File: config.mk
export PLATFORM = sky130hd
export DESIGN_NAME = helloworld_response_capture_flat
export DESIGN_NICKNAME = d
export VERILOG_FILES = /design/src/rtl/helloworld_response_capture_pkg.sv /design/src/rtl/helloworld_response_capture_if.sv /design/src/rtl/helloworld_response_capture_misr16.sv /design/src/rtl/helloworld_response_capture.sv /design/src/flat_wrapper.sv
export SDC_FILE = /design/constraint.sdc
export NUM_CORES = 1
export LEC_CHECK = 0
export CAP_MARGIN = 40
export CORE_ASPECT_RATIO = 0.9
export CORE_MARGIN = 5
export CORE_UTILIZATION = 55
export CTS_CLUSTER_SIZE = 28
export DETAILED_ROUTE_END_ITERATION = 6
export GPL_ROUTABILITY_DRIVEN = 0
export PLACE_DENSITY = 0.84
export SETUP_SLACK_MARGIN = 0.15
export SKIP_CTS_REPAIR_TIMING = 1
export SYNTH_ARGS = -nofsm -noshare
export SYNTH_HDL_FRONTEND = slang
export SYNTH_SLANG_ARGS = --single-unit
File: constraint.sdc
create_clock -name bertaClock -period 4.51 [get_ports bertaClock]
set_clock_uncertainty 0.2 [all_clocks]
set_input_delay 1.353 -clock bertaClock [delete_from_list [all_inputs] [get_ports bertaClock]]
set_output_delay 1.353 -clock bertaClock [all_outputs]
set_load 0.02 [all_outputs]
File: src/rtl/helloworld_response_capture_pkg.sv
// Shared definitions for the HelloWorld response capture block: FSM state
// encoding, bit positions of the netlist outputs inside resp_i and the
// default MISR seed/polynomial.
package helloworld_cap_pkg;

  typedef enum logic [1:0] {
    ST_IDLE    = 2'd0,
    ST_SETTLE  = 2'd1,
    ST_CAPTURE = 2'd2,
    ST_DONE    = 2'd3
  } cap_state_t;

  localparam int Z0RE  = 0;
  localparam int Z1RE  = 1;
  localparam int Z2RE  = 2;
  localparam int Z3RE  = 3;
  localparam int Z4RE  = 4;
  localparam int Z5RE  = 5;
  localparam int Z50AL = 6;
  localparam int Z51AL = 7;
  localparam int U34FE = 8;
  localparam int U35FE = 9;
  localparam int U36FE = 10;
  localparam int U37AH = 11;
  localparam int U38AH = 12;
  localparam int U39AH = 13;
  localparam int N44   = 14;
  localparam int TEST  = 15;

  localparam logic [15:0] DEFAULT_SEED = 16'hFFFF;
  // x^16 + x^5 + x^3 + x^2 + 1
  localparam logic [15:0] DEFAULT_POLY = 16'h002D;

endpackage

File: src/rtl/helloworld_response_capture_if.sv
// Bundle of the capture block's data and handshake signals. The master side
// (controller / bench) drives the netlist response and the start/ack
// handshake; the slave side (capture block) returns status and results.
interface helloworld_response_capture_if
  import helloworld_cap_pkg::*;
#(
  parameter int LEN_W = 16,
  parameter int CNT_W = 16
);

  logic [15:0]      resp_i;
  logic             start_i;
  logic [LEN_W-1:0] len_i;
  logic             ack_i;
  logic             busy_o;
  logic             done_o;
  logic [15:0]      sig_o;
  logic [CNT_W-1:0] toggles_o;

  modport master (
    output resp_i, start_i, len_i, ack_i,
    input  busy_o, done_o, sig_o, toggles_o
  );

  modport slave (
    input  resp_i, start_i, len_i, ack_i,
    output busy_o, done_o, sig_o, toggles_o
  );

endinterface

File: src/rtl/helloworld_response_capture_misr16.sv
// 16-bit multiple-input signature register. Shifts left with feedback taps
// from POLY whenever enabled and folds the parallel input word in. A load
// returns it to SEED so each capture starts from a known signature.
module misr16
  import helloworld_cap_pkg::*;
#(
  parameter logic [15:0] SEED = DEFAULT_SEED,
  parameter logic [15:0] POLY = DEFAULT_POLY
) (
  input  logic        clk,
  input  logic        rst,
  input  logic        load,
  input  logic        en,
  input  logic [15:0] data,
  output logic [15:0] sig
);

  // Signature register: seed on reset/load, one compression step when enabled.
  always_ff @(posedge clk or posedge rst) begin
    if (rst) begin
      sig <= SEED;
    end else if (load) begin
      sig <= SEED;
    end else if (en) begin
      sig <= {sig[14:0], 1'b0} ^ (sig[15] ? POLY : 16'h0000) ^ data;
    end
  end

endmodule

File: src/rtl/helloworld_response_capture.sv
// Captures a window of HelloWorld netlist outputs: after an optional settle
// delay it compresses len_i consecutive response words into a MISR signature
// and counts how many of them differ from the preceding cycle's word.
// Results are held through DONE and remain readable in IDLE until the next
// capture is started.
module helloworld_response_capture
  import helloworld_cap_pkg::*;
#(
  parameter int          SETTLE = 4,
  parameter int          LEN_W  = 16,
  parameter int          CNT_W  = 16,
  parameter logic [15:0] SEED   = DEFAULT_SEED,
  parameter logic [15:0] POLY   = DEFAULT_POLY
) (
  input logic                          bertaClock,
  input logic                          global_reset,
  helloworld_response_capture_if.slave bus
);

  localparam int SW = (SETTLE > 1) ? $clog2(SETTLE) : 1;
  localparam logic [SW-1:0] SETTLE_LAST = SW'(SETTLE - 1);

  cap_state_t       state;
  cap_state_t       state_next;
  logic             seed_load;
  logic             cap_en;
  logic [SW-1:0]    settle_cnt;
  logic [LEN_W-1:0] remaining;
  logic [CNT_W-1:0] toggles;
  logic [15:0]      prev;
  logic [15:0]      sig;

  // State register.
  always_ff @(posedge bertaClock or posedge global_reset) begin
    if (global_reset) begin
      state <= ST_IDLE;
    end else begin
      state <= state_next;
    end
  end

  // Next-state decode plus the strobes that seed a capture and enable compression.
  always_comb begin
    state_next = state;
    seed_load  = 1'b0;
    cap_en     = 1'b0;
    case (state)
      ST_IDLE: begin
        if (bus.start_i) begin
          seed_load = 1'b1;
          if (bus.len_i == '0) begin
            state_next = ST_DONE;
          end else if (SETTLE == 0) begin
            state_next = ST_CAPTURE;
          end else begin
            state_next = ST_SETTLE;
          end
        end
      end
      ST_SETTLE: begin
        if (settle_cnt == SETTLE_LAST) begin
          state_next = ST_CAPTURE;
        end
      end
      ST_CAPTURE: begin
        cap_en = 1'b1;
        if (remaining == LEN_W'(1)) begin
          state_next = ST_DONE;
        end
      end
      ST_DONE: begin
        if (bus.ack_i) begin
          state_next = ST_IDLE;
        end
      end
      default: state_next = ST_IDLE;
    endcase
  end

  // Settle/length counters, saturating toggle counter and the previous-word register.
  always_ff @(posedge bertaClock or posedge global_reset) begin
    if (global_reset) begin
      settle_cnt <= '0;
      remaining  <= '0;
      toggles    <= '0;
      prev       <= '0;
    end else begin
      prev <= bus.resp_i;
      if (seed_load) begin
        settle_cnt <= '0;
        remaining  <= bus.len_i;
        toggles    <= '0;
      end else begin
        if (state == ST_SETTLE) begin
          settle_cnt <= settle_cnt + 1'b1;
        end
        if (cap_en) begin
          remaining <= remaining - 1'b1;
          if ((bus.resp_i != prev) && (toggles != {CNT_W{1'b1}})) begin
            toggles <= toggles + 1'b1;
          end
        end
      end
    end
  end

  misr16 #(
    .SEED(SEED),
    .POLY(POLY)
  ) u_misr (
    .clk  (bertaClock),
    .rst  (global_reset),
    .load (seed_load),
    .en   (cap_en),
    .data (bus.resp_i),
    .sig  (sig)
  );

  assign bus.busy_o    = (state == ST_SETTLE) || (state == ST_CAPTURE);
  assign bus.done_o    = (state == ST_DONE);
  assign bus.sig_o     = sig;
  assign bus.toggles_o = toggles;

endmodule
File: src/flat_wrapper.sv
// flat-port wrapper written by rule: the top's interface ports become plain ports
module helloworld_response_capture_flat import helloworld_cap_pkg::*;
#(
  parameter int          SETTLE = 4,
  parameter int          LEN_W  = 16,
  parameter int          CNT_W  = 16,
  parameter logic [15:0] SEED   = DEFAULT_SEED,
  parameter logic [15:0] POLY   = DEFAULT_POLY
)
  (bertaClock, global_reset, bus_resp_i, bus_start_i, bus_len_i, bus_ack_i, bus_busy_o, bus_done_o, bus_sig_o, bus_toggles_o);
  helloworld_response_capture_if #(.LEN_W(LEN_W), .CNT_W(CNT_W)) bus_i ();
  input logic bertaClock;
  input logic global_reset;
  input wire logic [$bits(bus_i.resp_i)-1:0] bus_resp_i;
  input wire logic [$bits(bus_i.start_i)-1:0] bus_start_i;
  input wire logic [$bits(bus_i.len_i)-1:0] bus_len_i;
  input wire logic [$bits(bus_i.ack_i)-1:0] bus_ack_i;
  output wire logic [$bits(bus_i.busy_o)-1:0] bus_busy_o;
  output wire logic [$bits(bus_i.done_o)-1:0] bus_done_o;
  output wire logic [$bits(bus_i.sig_o)-1:0] bus_sig_o;
  output wire logic [$bits(bus_i.toggles_o)-1:0] bus_toggles_o;
  assign bus_i.resp_i = bus_resp_i;
  assign bus_i.start_i = bus_start_i;
  assign bus_i.len_i = bus_len_i;
  assign bus_i.ack_i = bus_ack_i;
  assign bus_busy_o = bus_i.busy_o;
  assign bus_done_o = bus_i.done_o;
  assign bus_sig_o = bus_i.sig_o;
  assign bus_toggles_o = bus_i.toggles_o;
  helloworld_response_capture #(.SETTLE(SETTLE), .LEN_W(LEN_W), .CNT_W(CNT_W), .SEED(SEED), .POLY(POLY)) u_core (.bertaClock(bertaClock), .global_reset(global_reset), .bus(bus_i));
endmodule
# Yosys cells after proc, flatten, opt, wreduce, memory -nomap -nowiden
# Cells that the tools add are included.
[op_classes] add_sub_neg=3 n_bitwise=2 n_reduce_logical=9 n_mux=19 n_eq_ne=11
[ops] cell="16-bit two-way mux" n=7
[ops] cell="16-bit by 1-bit adder with 16-bit output, second input constant" n=1
[ops] cell="16-bit by 1-bit equality test with 1-bit output, second input constant" n=1
[ops] cell="16-bit logical NOT" n=1
[ops] cell="16-bit inequality test" n=1
[ops] cell="16-bit inequality test, second input constant" n=1
[ops] cell="16-bit by 1-bit subtractor with 16-bit output, second input constant" n=1
[ops] cell="16-bit XOR" n=1
[ops] cell="16-bit by 6-bit XOR with 16-bit output" n=1
[ops] cell="2-bit two-way mux" n=7
[ops] cell="2-bit case mux with 4 select lines" n=1
[ops] cell="2-bit equality test, second input constant" n=3
[ops] cell="6-bit two-way mux" n=1
[ops] cell="2-bit nonzero test" n=3
[ops] cell="2-bit by 1-bit inequality test with 1-bit output, second input constant" n=2
[ops] cell="2-bit inequality test, second input constant" n=2
[ops] cell="4-bit AND reduction" n=1
[ops] cell="1-bit two-way mux" n=3
[ops] cell="2-bit by 1-bit adder with 2-bit output, second input constant" n=1
[ops] cell="2-bit by 1-bit equality test with 1-bit output, second input constant" n=1
[ops] cell="2-bit logical NOT" n=1
[ops] cell="2-bit AND reduction" n=1
[ops] cell="1-bit logical AND" n=1
[ops] cell="1-bit logical OR" n=1
[totals] output_inout_bits=34 regBits=68 word_cells=50 input_bits=36

# Longest topological paths before layout
[logic_depth] ltp_word=5 depth_mapped=8 ltp_nobuf=7

# Cells and area by module
# From an unflattened synthesis, not the netlist that was laid out.
[unflattened] cells_unflattened=344 area_unflattened_um2=3601.0
[modules_own_cells] mod="helloworld_response_capture" cells_each=273 seq_area_each_um2=1301.2 area_each_um2=2717.6 instances=1
[modules_own_cells] mod="misr16" cells_each=71 seq_area_each_um2=420.4 area_each_um2=883.3 instances=1

# Worst setup path before layout
# No wires, ideal clock.
[synth_path] path_type="input to register" from="in bus_resp_i[9]" to="reg u_core.toggles[6] (netlist: u_core.bus.toggles_o[6])" stages=7 slack_ps=1587 arrival_time_ps=2644 required_ps=4232 path_buffers=2 cell_sequence="xnor2_1 -> nand4_1 -> nor4_1 -> clkbuf_1 -> buf_2 -> o21ai_0 -> a21oi_1"
[synth_via] elab_chain_cells=4
[synth_lines] item="start: declaration" line_no="flat_wrapper.sv:14" text="input wire logic [$bits(bus_i.resp_i)-1:0] bus_resp_i;"
[synth_lines] item="16-bit inequality test" line_no="helloworld_response_capture.sv:99" text="if ((bus.resp_i != prev) && (toggles != {CNT_W{1'b1}})) begin"
[synth_lines] item="1-bit logical AND" line_no="helloworld_response_capture.sv:99"
[synth_lines] item="2-bit nonzero test (no source line)"
[synth_lines] item="2-bit AND reduction (no source line)"
[synth_lines] item="end signal: assignment" line_no="helloworld_response_capture.sv:100" text="toggles <= toggles + 1'b1;"
[synth_lines] item="end: declaration" line_no="helloworld_response_capture.sv:29" text="logic [CNT_W-1:0] toggles;"
# Every way passes these cells.
# A chain may end at the register's enable or synchronous reset.

# Worst setup path after layout
[layout_path] from="reg u_core.state[0]" to="out bus_busy_o"
[layout_via] elab_chain_cells=2 elab_cells_between_ends=3 classes_between="eq/ne: 2; reduce/logical: 1"
[layout_lines] item="start: declaration" line_no="helloworld_response_capture.sv:23" text="cap_state_t state;"
[layout_lines] item="start signal: assignment" line_no="helloworld_response_capture.sv:38" text="state <= state_next;"
[layout_lines] item="2-bit by 1-bit equality test with 1-bit output or 2-bit equality test (tied branches)" line_no="helloworld_response_capture.sv:119" text="assign bus.busy_o = (state == ST_SETTLE) || (state == ST_CAPTURE);"
[layout_lines] item="1-bit logical OR (*)" line_no="helloworld_response_capture.sv:119"
[layout_lines] item="end: declaration" line_no="flat_wrapper.sv:18" text="output wire logic [$bits(bus_i.busy_o)-1:0] bus_busy_o;"
# Every way passes the cells marked *; elsewhere a longest branch is shown, timed or not.

==> impl_metrics.json <==
{
  "status": "complete, no violations",
  "drc_errors": 0,
  "hpwl_um": 5770,
  "firstDrtPassIters": 5,
  "min_to": "u_core.settle_cnt[1]",
  "synth-adder-area-share": 0.0317,
  "finalSetupViolCount": 0,
  "ys.flop_type": "dfrtp_1",
  "slowest_delay_ns": 0.63,
  "path_cells": "inv_1, ha_1, clkdlybuf4s50_1",
  "worst_pin_slew_ns": 0.754,
  "clock_latency_ns": 0.34,
  "drt-vias-per-instance": 5.56,
  "drtAntennaViolNets": 0,
  "synth_warnings": 0,
  "syn_inst": 366,
  "multi_input_area_um2": 1690,
  "min_period_ns": 3.36,
  "ys_top_cells_by_count": "nand2_1, dfrtp_1, xnor2_1, o21ai_0, dfstp_2",
  "required_ns": 2.96,
  "fp.dieH_um": 86.3,
  "cp_num_buf_inv": 2,
  "cp_top_family": "buffers and inverters",
  "p_leak_nw": 1.72,
  "grt_pass1_vias": 2908,
  "synth_area_leader_cell": "dfrtp_1",
  "endpoint_kind": "output pin",
  "critical_path.startpoint_type": "flop",
  "clk_path_buf_depth": 2,
  "r2r_end": "u_core.bus.toggles_o[7]",
  "synthesis.area_um2": 3550,
  "yosys-mux-area-fraction": 0.0144,
  "min_from": "u_core.settle_cnt[1]",
  "antenna_found_initial": 0,
  "grt_max_degree": 39,
  "regToRegStartpoint": "u_core.state[0]",
  "hold_ws_ns": 0.350,
  "grt-ovfl-total": 0,
  "initial_core_util": 0.572,
  "core-area_um2": 6220,
  "power.total_mw": 2.36,
  "worst_ep_arrival_time_ns": 1.81,
  "wl_per_cell_um": 15.4,
  "cts_tree": "built",
  "synthSimpleGateAreaFrac": 0.191,
  "syn2layout_area_growth_pct": 26.7,
  "root_buffer": "clkbuf_8",
  "synth-seq-cells": 68,
  "layout-drive-gt1-share": 0.100,
  "synth_compound_gate_area_share": 0.114,
  "dr.first_iter.drc_count": 157,
  "cp_slowest_cell": "clkdlybuf4s50_1",
  "max_freq_mhz": 297,
  "hold_path_depth": 2,
  "die_w_um": 94.7,
  "yosys.area.top_type_share": 0.366,
  "yosys-top-cells-area": "dfrtp_1, dfstp_2, xnor2_1",
  "period_share": 0.746,
  "path_clk_slew_ns": 0.07,
  "via_count": 2918,
  "hold_class": "reg -> reg",
  "h-tree-depth": 3,
  "relSlewSlack": 0.497,
  "synth_top_family_by_area": "simple AND/OR/NAND/NOR gates",
  "path_class": "reg -> out",
  "max-cap-violations": 0,
  "num-nets-final": 478,
  "rsz0062_at_grt": "no",
  "yosysMostFrequentCell": "nand2_1",
  "regToRegSetupSlack_ns": 1.82,
  "yosysUniqueCellTypes": 41,
  "grt_pass1_wl_um": 13800,
  "cts_buffers": 9,
  "fin_tns_setup_ns": 0,
  "drt-total-wl_um": 8090,
  "final-max-slew-violation-count": 0,
  "synth_edf_count": 0,
  "async_reset_ff_frac": 1.00,
  "cp_max_fo": 4,
  "numClockSinks": 68,
  "reg2reg_depth": 6,
  "vdd_drop_max_mv": 0.290,
  "syn_nets": 411,
  "port_buffers": 69,
  "power_density_nw_per_um2": 524,
  "hold_violations": 0,
  "fill_cells": 491,
  "synth_xor_area_frac": 0.123,
  "yosysSeqAreaShare": 0.484,
  "rows": 27,
  "syn_avg_cell_area_um2": 9.71,
  "finish.utilization": 0.724,
  "pin_count": 70,
  "final-seq-area_um2": 1720,
  "antenna_cells": 0,
  "grtUsageTotal": 0.214,
  "die-area_um2": 8170
}
==> through the flow <==
step           instance area (µm²)  setup slack [ns]  std cells
4_1_cts                       4500              1.13        525
2_1_floorplan                 3550              1.27        366
6_report                      4500              1.15        525
3_5_place_dp                  4320              1.10        509
3_3_place_gp                  4300              1.10        508
5_1_grt                       4500              1.07        525
==> layer usage <==
layer | share of wire | global-route usage
met4 | 0.013 | 0.0550
met3 | 0.064 | 0.0677
met1 | 0.43 | 0.281
met2 | 0.49 | 0.346
met5 | 0 | 0
==> worst max-delay path by stage <==
stage | startpoint | to | slack, ns | cells past startpoint
3_3_place_gp | bus_resp_i[14] | u_core.bus.toggles_o[4] | 1.10 | 7
6_report | u_core.state[0] | bus_busy_o | 1.15 | 3
5_1_grt | u_core.state[0] | bus_busy_o | 1.07 | 3
4_1_cts | u_core.state[0] | bus_busy_o | 1.13 | 3
2_1_floorplan | global_reset | u_core.bus.toggles_o[0] | 1.27 | 1
3_5_place_dp | bus_resp_i[14] | u_core.bus.toggles_o[4] | 1.10 | 7
==> logic make-up (layout without fill, tap and decap cells) <==
| logic type | after synthesis | count (layout) |
|---|---|---|
| AOI/OAI and AO/OA | 70 | 70 |
| adders and majority gates | 9 | 9 |
| and+or+nand+nor | 132 | 132 |
| muxes | 5 | 5 |
| DFF | 68 | 68 |
| xor gates and xnor gates | 50 | 50 |
| buffers and inverters | 32 | 104 |
==> power breakdown <==
part,leakage (nW),switching [mW],internal [mW],total (mW)
registers,0.822,0.152,0.804,0.957
clock network,0.0947,0.213,0.271,0.484
logic,0.804,0.495,0.422,0.918
==> state kept, by name, summed over array words and instances (netlist names) <==
| signal | cells |
|---|---|
| u_core.u_misr.sig | 16 |
| u_core.bus.toggles_o | 16 |
| u_core.remaining | 16 |
| u_core.settle_cnt | 2 |
| u_core.state | 2 |
| u_core.prev | 16 |
==> cell type report <==
cell class	count	area share
multi-input combinational	266	0.376
clock inverter	2	0.00778
sequential	68	0.382
inverter	13	0.0108
tap	87	0.0242
timing repair buffer	75	0.165
clock buffer	14	0.0339
==> cells in the final DEF (no fill, tap or decap), types with 2 or more instances in the layout <==
master and count:
nor4b_1 2, or4_4 2, buf_4 5, ha_1 9, dfrtp_1 52, and3_1 3
or4_1 9, nand2b_1 4, or3_1 6, o2111ai_1 3, xnor2_1 43, clkdlybuf4s50_1 69
nand3_1 8, inv_1 12, dfstp_2 16, mux2i_1 4, o211ai_1 2, clkbuf_1 4
clkbuf_8 10, nand2_1 56, and2_1 5, nor3_1 4, xor2_1 7, o31ai_1 10
nand4_1 7, nor4_1 7, o21ai_0 35, a21oi_1 15, nor2_1 12, o21ai_2 2
==> worst min-delay path, cell delays in order, from the launching register on <==
cell and delay [ns]:
dfrtp_1 0.36, mux2i_1 0.07, nor2_1 0.08
Power figures use the tool's default switching activity.
